[config.mk]
export PLATFORM = sky130hd
export DESIGN_NAME = adder_share_arb_flat
export DESIGN_NICKNAME = d
export VERILOG_FILES = /design/src/rtl/adder_share_arb_if.sv /design/src/rtl/adder_share_arb.sv /design/src/flat_wrapper.sv
export SDC_FILE = /design/constraint.sdc
export NUM_CORES = 1
export LEC_CHECK = 0
export CAP_MARGIN = 20
export CORE_MARGIN = 8
export CORE_UTILIZATION = 46
export CTS_BUF_LIST = sky130_fd_sc_hd__clkbuf_2 sky130_fd_sc_hd__clkbuf_4 sky130_fd_sc_hd__clkbuf_8
export DETAILED_ROUTE_END_ITERATION = 10
export PLACE_DENSITY = 0.94
export SLEW_MARGIN = 20
export SYNTH_ARGS = -nofsm -noshare
export SYNTH_HDL_FRONTEND = slang
export SYNTH_SLANG_ARGS = --single-unit
[constraint.sdc]
create_clock -name clk -period 5.7 [get_ports clk]
set_input_delay 0.57 -clock clk [delete_from_list [all_inputs] [get_ports clk]]
set_output_delay 0.57 -clock clk [all_outputs]
set_load 0.01 [all_outputs]
[src/rtl/adder_share_arb_if.sv]
// Handshake bundle for the shared adder arbiter.
// Requesters drive operands/requests; the arbiter returns grant and result.
interface adder_share_arb_if #(
    parameter int SIZE  = 4,
    parameter int N_REQ = 4
);
    localparam int ID_W = ($clog2(N_REQ) > 1) ? $clog2(N_REQ) : 1;

    logic                  en;
    logic [N_REQ-1:0]      req;
    logic [N_REQ*SIZE-1:0] a_flat;
    logic [N_REQ*SIZE-1:0] b_flat;
    logic [N_REQ-1:0]      cin;
    logic [N_REQ-1:0]      gnt;
    logic                  rsp_valid;
    logic [ID_W-1:0]       rsp_id;
    logic [SIZE-1:0]       sum;
    logic                  cout;

    modport master (
        output en, req, a_flat, b_flat, cin,
        input  gnt, rsp_valid, rsp_id, sum, cout
    );

    modport slave (
        input  en, req, a_flat, b_flat, cin,
        output gnt, rsp_valid, rsp_id, sum, cout
    );
endinterface

[src/rtl/adder_share_arb.sv]
// Round-robin arbiter sharing one SIZE-bit adder among N_REQ requesters.
// Grant is combinational; result is registered one cycle after the grant.
module adder_share_arb #(
    parameter int SIZE  = 4,
    parameter int N_REQ = 4
) (
    input  logic             clk,
    input  logic             rst_n,
    adder_share_arb_if.slave bus
);
    localparam int ID_W = ($clog2(N_REQ) > 1) ? $clog2(N_REQ) : 1;

    logic [ID_W-1:0]  ptr_q, ptr_d;
    logic             vld_q, vld_d;
    logic [ID_W-1:0]  id_q, id_d;
    logic [SIZE-1:0]  sum_q, sum_d;
    logic             cout_q, cout_d;

    logic [N_REQ-1:0] gnt_c;
    logic [ID_W-1:0]  sel_c;
    logic [ID_W:0]    raw;
    logic [ID_W-1:0]  cand;
    logic [SIZE-1:0]  a_sel, b_sel;
    logic             c_sel;

    // Search from ptr upward with wrap; first active requester wins.
    always_comb begin
        gnt_c = '0;
        sel_c = '0;
        raw   = '0;
        cand  = '0;
        for (int i = 0; i < N_REQ; i++) begin
            raw = {1'b0, ptr_q} + (ID_W+1)'(i);
            if (raw >= (ID_W+1)'(N_REQ)) begin
                raw = raw - (ID_W+1)'(N_REQ);
            end
            cand = raw[ID_W-1:0];
            if (bus.en && (gnt_c == '0) && bus.req[cand]) begin
                gnt_c[cand] = 1'b1;
                sel_c       = cand;
            end
        end
    end

    // One-hot operand mux for the granted requester.
    always_comb begin
        a_sel = '0;
        b_sel = '0;
        c_sel = 1'b0;
        for (int i = 0; i < N_REQ; i++) begin
            if (gnt_c[i]) begin
                a_sel = a_sel | bus.a_flat[i*SIZE +: SIZE];
                b_sel = b_sel | bus.b_flat[i*SIZE +: SIZE];
                c_sel = c_sel | bus.cin[i];
            end
        end
    end

    // Next state: a transfer advances the pointer and loads the result.
    always_comb begin
        ptr_d  = ptr_q;
        vld_d  = 1'b0;
        id_d   = id_q;
        sum_d  = sum_q;
        cout_d = cout_q;
        if (|gnt_c) begin
            ptr_d = (sel_c == ID_W'(N_REQ - 1)) ? '0 : sel_c + ID_W'(1);
            vld_d = 1'b1;
            id_d  = sel_c;
            {cout_d, sum_d} = {1'b0, a_sel} + {1'b0, b_sel}
                            + (SIZE+1)'(c_sel);
        end
    end

    // State and result registers, cleared asynchronously.
    always_ff @(posedge clk or negedge rst_n) begin
        if (!rst_n) begin
            ptr_q  <= '0;
            vld_q  <= 1'b0;
            id_q   <= '0;
            sum_q  <= '0;
            cout_q <= 1'b0;
        end else begin
            ptr_q  <= ptr_d;
            vld_q  <= vld_d;
            id_q   <= id_d;
            sum_q  <= sum_d;
            cout_q <= cout_d;
        end
    end

    assign bus.gnt       = gnt_c;
    assign bus.rsp_valid = vld_q;
    assign bus.rsp_id    = id_q;
    assign bus.sum       = sum_q;
    assign bus.cout      = cout_q;
endmodule

[src/flat_wrapper.sv]
// flat-port wrapper written by rule: the top's interface ports become plain ports
module adder_share_arb_flat 
#(
    parameter int SIZE  = 4,
    parameter int N_REQ = 4
)
  (clk, rst_n, bus_en, bus_req, bus_a_flat, bus_b_flat, bus_cin, bus_gnt, bus_rsp_valid, bus_rsp_id, bus_sum, bus_cout);
  adder_share_arb_if #(.SIZE(SIZE), .N_REQ(N_REQ)) bus_i ();
  input  logic clk;
  input  logic rst_n;
  input wire logic [$bits(bus_i.en)-1:0] bus_en;
  input wire logic [$bits(bus_i.req)-1:0] bus_req;
  input wire logic [$bits(bus_i.a_flat)-1:0] bus_a_flat;
  input wire logic [$bits(bus_i.b_flat)-1:0] bus_b_flat;
  input wire logic [$bits(bus_i.cin)-1:0] bus_cin;
  output wire logic [$bits(bus_i.gnt)-1:0] bus_gnt;
  output wire logic [$bits(bus_i.rsp_valid)-1:0] bus_rsp_valid;
  output wire logic [$bits(bus_i.rsp_id)-1:0] bus_rsp_id;
  output wire logic [$bits(bus_i.sum)-1:0] bus_sum;
  output wire logic [$bits(bus_i.cout)-1:0] bus_cout;
  assign bus_i.en = bus_en;
  assign bus_i.req = bus_req;
  assign bus_i.a_flat = bus_a_flat;
  assign bus_i.b_flat = bus_b_flat;
  assign bus_i.cin = bus_cin;
  assign bus_gnt = bus_i.gnt;
  assign bus_rsp_valid = bus_i.rsp_valid;
  assign bus_rsp_id = bus_i.rsp_id;
  assign bus_sum = bus_i.sum;
  assign bus_cout = bus_i.cout;
  adder_share_arb #(.SIZE(SIZE), .N_REQ(N_REQ)) u_core (.clk(clk), .rst_n(rst_n), .bus(bus_i));
endmodule
Word level (Yosys, flattened, before mapping). Cells that the tools add are included.

Register bits after elaboration: 10. Bits of input ports: 43. Output and inout bits: 12. Word-level logic and storage cells: 97.

Add/subtract/negate cells: 10. $lt $le $gt $ge: 12. Eq/ne operators: 1. Mux-type cells: 42. Bitwise logic cells: 12. Reductions and logical operators: 15.

Operators with widths (number): $mux 4 (12); $or 4x4->4 (9); $mux 2 (9); $mux 1 (13); $logic_not 4->1 (3); $lt 2x3->1 const B (4); $logic_and 1x1->1 (11); $ge 3x3->1 const B (3); $bmux 1 s2 (4); $demux 1 s2 (4); $ge 2x1->1 const B (4); $sub 2x1->2 const B (4); $add 2x2->3 const B (2); $add 4x4->5 (1); $add 5x1->5 (1); $reduce_or 4->1 (1); $add 2x1->3 const B (1); $ge 2x3->1 const B (1); $or 1x1->1 (3); $add 2x1->2 const B (1); $eq 2x2->1 const B (1).

Longest topological paths before layout.
Depth after elaboration: 28. Gate-level depth with buffers: 18. Gate-level depth less buffers: 15.

Worst setup path before layout. OpenSTA, ideal clock, no wires.

Path type: flip-flop to flip-flop. From: register (tool-made name). To: register u_core.sum_q[1] (netlist: u_core.bus.sum[1]). Library setup time: 0.125 ns. Arrival time: 3.842 ns. Required time: 5.575 ns. Path slack: 1.733 ns. Stages on the path, launching flop included: 16. Buffers on the path: 2. Clock period less this slack: 3.967 ns. Cell sequence: dfrtp_1 buf_6 inv_1 ha_1 buf_2 mux2i_1 o22ai_2 a21oi_1 nand3_2 o221a_2 a21boi_2 o211a_1 fa_1 inv_1 fa_1 mux2_4.

RTL lines: end signal, assigned (RTL line adder_share_arb.sv:87) `sum_q <= sum_d;`; end, declared (RTL line adder_share_arb.sv:16) `logic [SIZE-1:0] sum_q, sum_d;`.

==> results by group <==
Clock tree
  – Post-CTS Resized: 0
  – CTS tree: yes
  – CTS Root Cell: clkbuf_4
  – CTS sink cnt: 10
  – CTS Hold Buffers Added: 0
  – Clk slew on worst S/H paths: 0.05 ns
  – H-tree lvl count: 1
  – Worst skew pair latency: 0.25 ns
  – Worst-case clock buffer depth: 2
  – Post-CTS Setup Repair Bufs: 0
  – TritonCTS Buffers: 3

Power
  – Total power: 1310 uW
  – Pwr Density: 636 nW/um^2
  – Leak pwr: 0.000891 uW
  – Worst vdd ir: 0.000342 V

Status
  – Status: finished clean

Yosys
  – Synth top cells by count: 19 x inv_1, 15 x nand2_1, 10 x dfrtp_1, 10 x ha_1, 9 x a22oi_1
  – Most frequent cell after synthesis: inv_1
  – Most used DFF post-synth: dfrtp_1
  – Synth area leaders: dfrtp_1 17%, ha_1 8.4%, mux2i_1 5.4%
  – Yosys reg bits: 10
  – Cell variety after synth: 53
  – Number of flops mapped to enable cells by yosys: 0
  – Mapped Avg Cell Area: 9.14 sq um
  – Area share of the largest cell type after synthesis: 0.168
  – Ys async rst share: 1.00
  – Synth area leader: dfrtp_1
  – Syn Std Cell Area: 1490 sq um
  – Syn_nets: 218
  – Register area share after synthesis: 0.168
  – Synthesized instance count: 163
  – Yosys warns: 0

STA
  – Setup TNS: 0 ns
  – Final setup violation count: 0
  – Fin crit share: 0.798
  – Rel. slew slack: 0.623
  – Max Clock Skew: 0.00475 ns
  – Slew at the pin closest to its max-slew limit: 0.566 ns
  – Max Slew Vio Count: 0
  – RSZ-0062 raised after global routing: false
  – F_max: 220 MHz
  – Fin. Hold Viols: 0
  – Final setup margin: 1.15 ns
  – Post-layout min period: 4.55 ns

Floorplanning
  – Core box area: 3080 sq um
  – I/O pins: 55
  – Die Y: 72.9 um
  – Die Area: 5320 sq um
  – Die X: 72.9 um
  – Initial Utilization: 0.484
  – Row Count: 20

Global route
  – Grt total ovfl: 0
  – Pin count of the biggest net entering global routing: 16
  – First-pass GRT wire length: 7.12 mm
  – Vias in the first global route: 1543
  – GRT Total Usage: 0.165
  – Antenna violations before repair: 0

Critical path
  – Crit-path max FO: 15
  – Cells along the critical path: inv_1 -> ha_1 -> mux2i_1 -> o22ai_2 -> o211ai_1 -> nand4bb_1 -> o221ai_2 -> a22oi_1 -> o211a_1 -> fa_1 -> inv_1 -> fa_1 -> mux2_4
  – CP Buf/Inv Count: 2
  – CP top delay family: adder cells
  – CP max-delay cell: dfrtp_1
  – CP endpoint kind: register
  – Worst EP arrival: 4.68 ns
  – WS Path Type: register to register
  – Largest stage delay on the critical path: 0.68 ns
  – Setup crit start kind: register
  – Worst EP required: 5.84 ns

Worst hold path
  – Min-delay src: u_core.bus.sum[2]
  – Worst Hold Class: register to register

Placed design
  – # port buffers: 54
  – Post-DP HPWL: 3.49 mm
  – Post-Place Cells: 255
  – Pre-CTS setup slack: 1.15 ns
  – Gpl congestion: 0.969

Flow run
  – Max-Cap Viols: 0

Route
  – Via count: 1502
  – First-pass DRT Iterations: 4
  – Routed Antenna Nets: 0
  – DR iter-0 viols: 110
  – DRC viols: 0
  – Routed len/inst: 16.2 um
  – Final wirelength: 4.18 mm
  – Vias per cell: 5.82

Layout
  – Nets: 271
  – Layout cells sized above 1: 0.117
  – Final Non-Filler Cells: 258
  – Area Overhead vs Synth: 38.3%
  – # diodes: 0
  – Final core occ: 0.670
-- cells in the final DEF (no fill, tap or decap), drive strengths merged, types with 4 or more instances in the layout --
cell           count
ha                10
nand2             15
nand4              5
o211ai             9
dfrtp             10
mux2               7
clkdlybuf4s50     54
a21oi              4
nand3              6
and3               4
inv               19
nor2               5
a22oi              9
mux2i              8
-- power breakdown --
group          total, uW  switching, uW  internal (uW)
logic               1110            549            565
registers            151           36.9            114
clock network       44.3           20.2           24.2
-- kinds of logic after synthesis --
group	after synthesis	synth area share
flip-flops	10	0.168
adder cells (fa/ha/maj)	12	0.111
AO/OA/AOI/OAI	47	0.280
buffers and inverters	25	0.0798
AND/OR/NAND/NOR	48	0.186
XOR/XNOR	4	0.0235
multiplexers	17	0.152
-- worst register-to-register path: cells and delay by family, from the launching register on --
kind | cells | cell delay, ns
flops | 1 | 0.68
buf+inv | 2 | 0.28
fa+ha+maj | 3 | 1.30
mux | 2 | 0.57
compound gates | 5 | 1.29
simple gates | 1 | 0.31
-- stage by stage --
stage	hold WS [ns]	cell area, sq um
4_1_cts	0.519	2060
6_report	0.516	2060
3_5_place_dp	0.505	2040
3_3_place_gp	0.499	2040
5_1_grt	0.536	2060
2_1_floorplan	0.274	1490
-- sequential cells by signal, indices dropped and copies added, names as in the netlist, named ones only --
| name | cells |
|---|---|
| u_core.bus.rsp_id | 2 |
| u_core.bus.rsp_valid | 1 |
| u_core.bus.sum | 4 |
| u_core.ptr_q | 1 |
| u_core.bus.cout | 1 |
-- layer usage --
layer / up-vias / track usage / share of wire
li1: 727 / - / -
met1: 689 / 0.212 / 0.44
met2: 80 / 0.264 / 0.47
met3: 6 / 0.0398 / 0.078
met4: 0 / 0.0467 / 0.011
met5: - / 0 / 0
-- worst paths after layout --
| kind | endpoint | slack, ns | cells past startpoint |
|---|---|---|---|
| setup / recovery | u_core.bus.sum[1] | 1.15 | 13 |
| hold / removal | u_core.bus.sum[2] | 0.52 | 1 |
| setup reg to reg | u_core.bus.sum[1] | 1.15 | 13 |
| hold reg to reg | u_core.bus.sum[2] | 0.52 | 1 |
| max in group asynchronous | asynchronous set/reset pin | 4.79 | 1 |
| min in group asynchronous | u_core.bus.sum[3] | 0.62 | 1 |
-- cell type report --
cell class | count | area, sq um
clock buffers | 3 | 22.5
fillers | 226 | 1020
inverters | 19 | 71.3
multi-input cells | 128 | 1120
flip-flops and latches | 10 | 250
well taps | 44 | 55.1
repair buffers | 54 | 541
No activity file was read; power rests on OpenSTA's default activity.
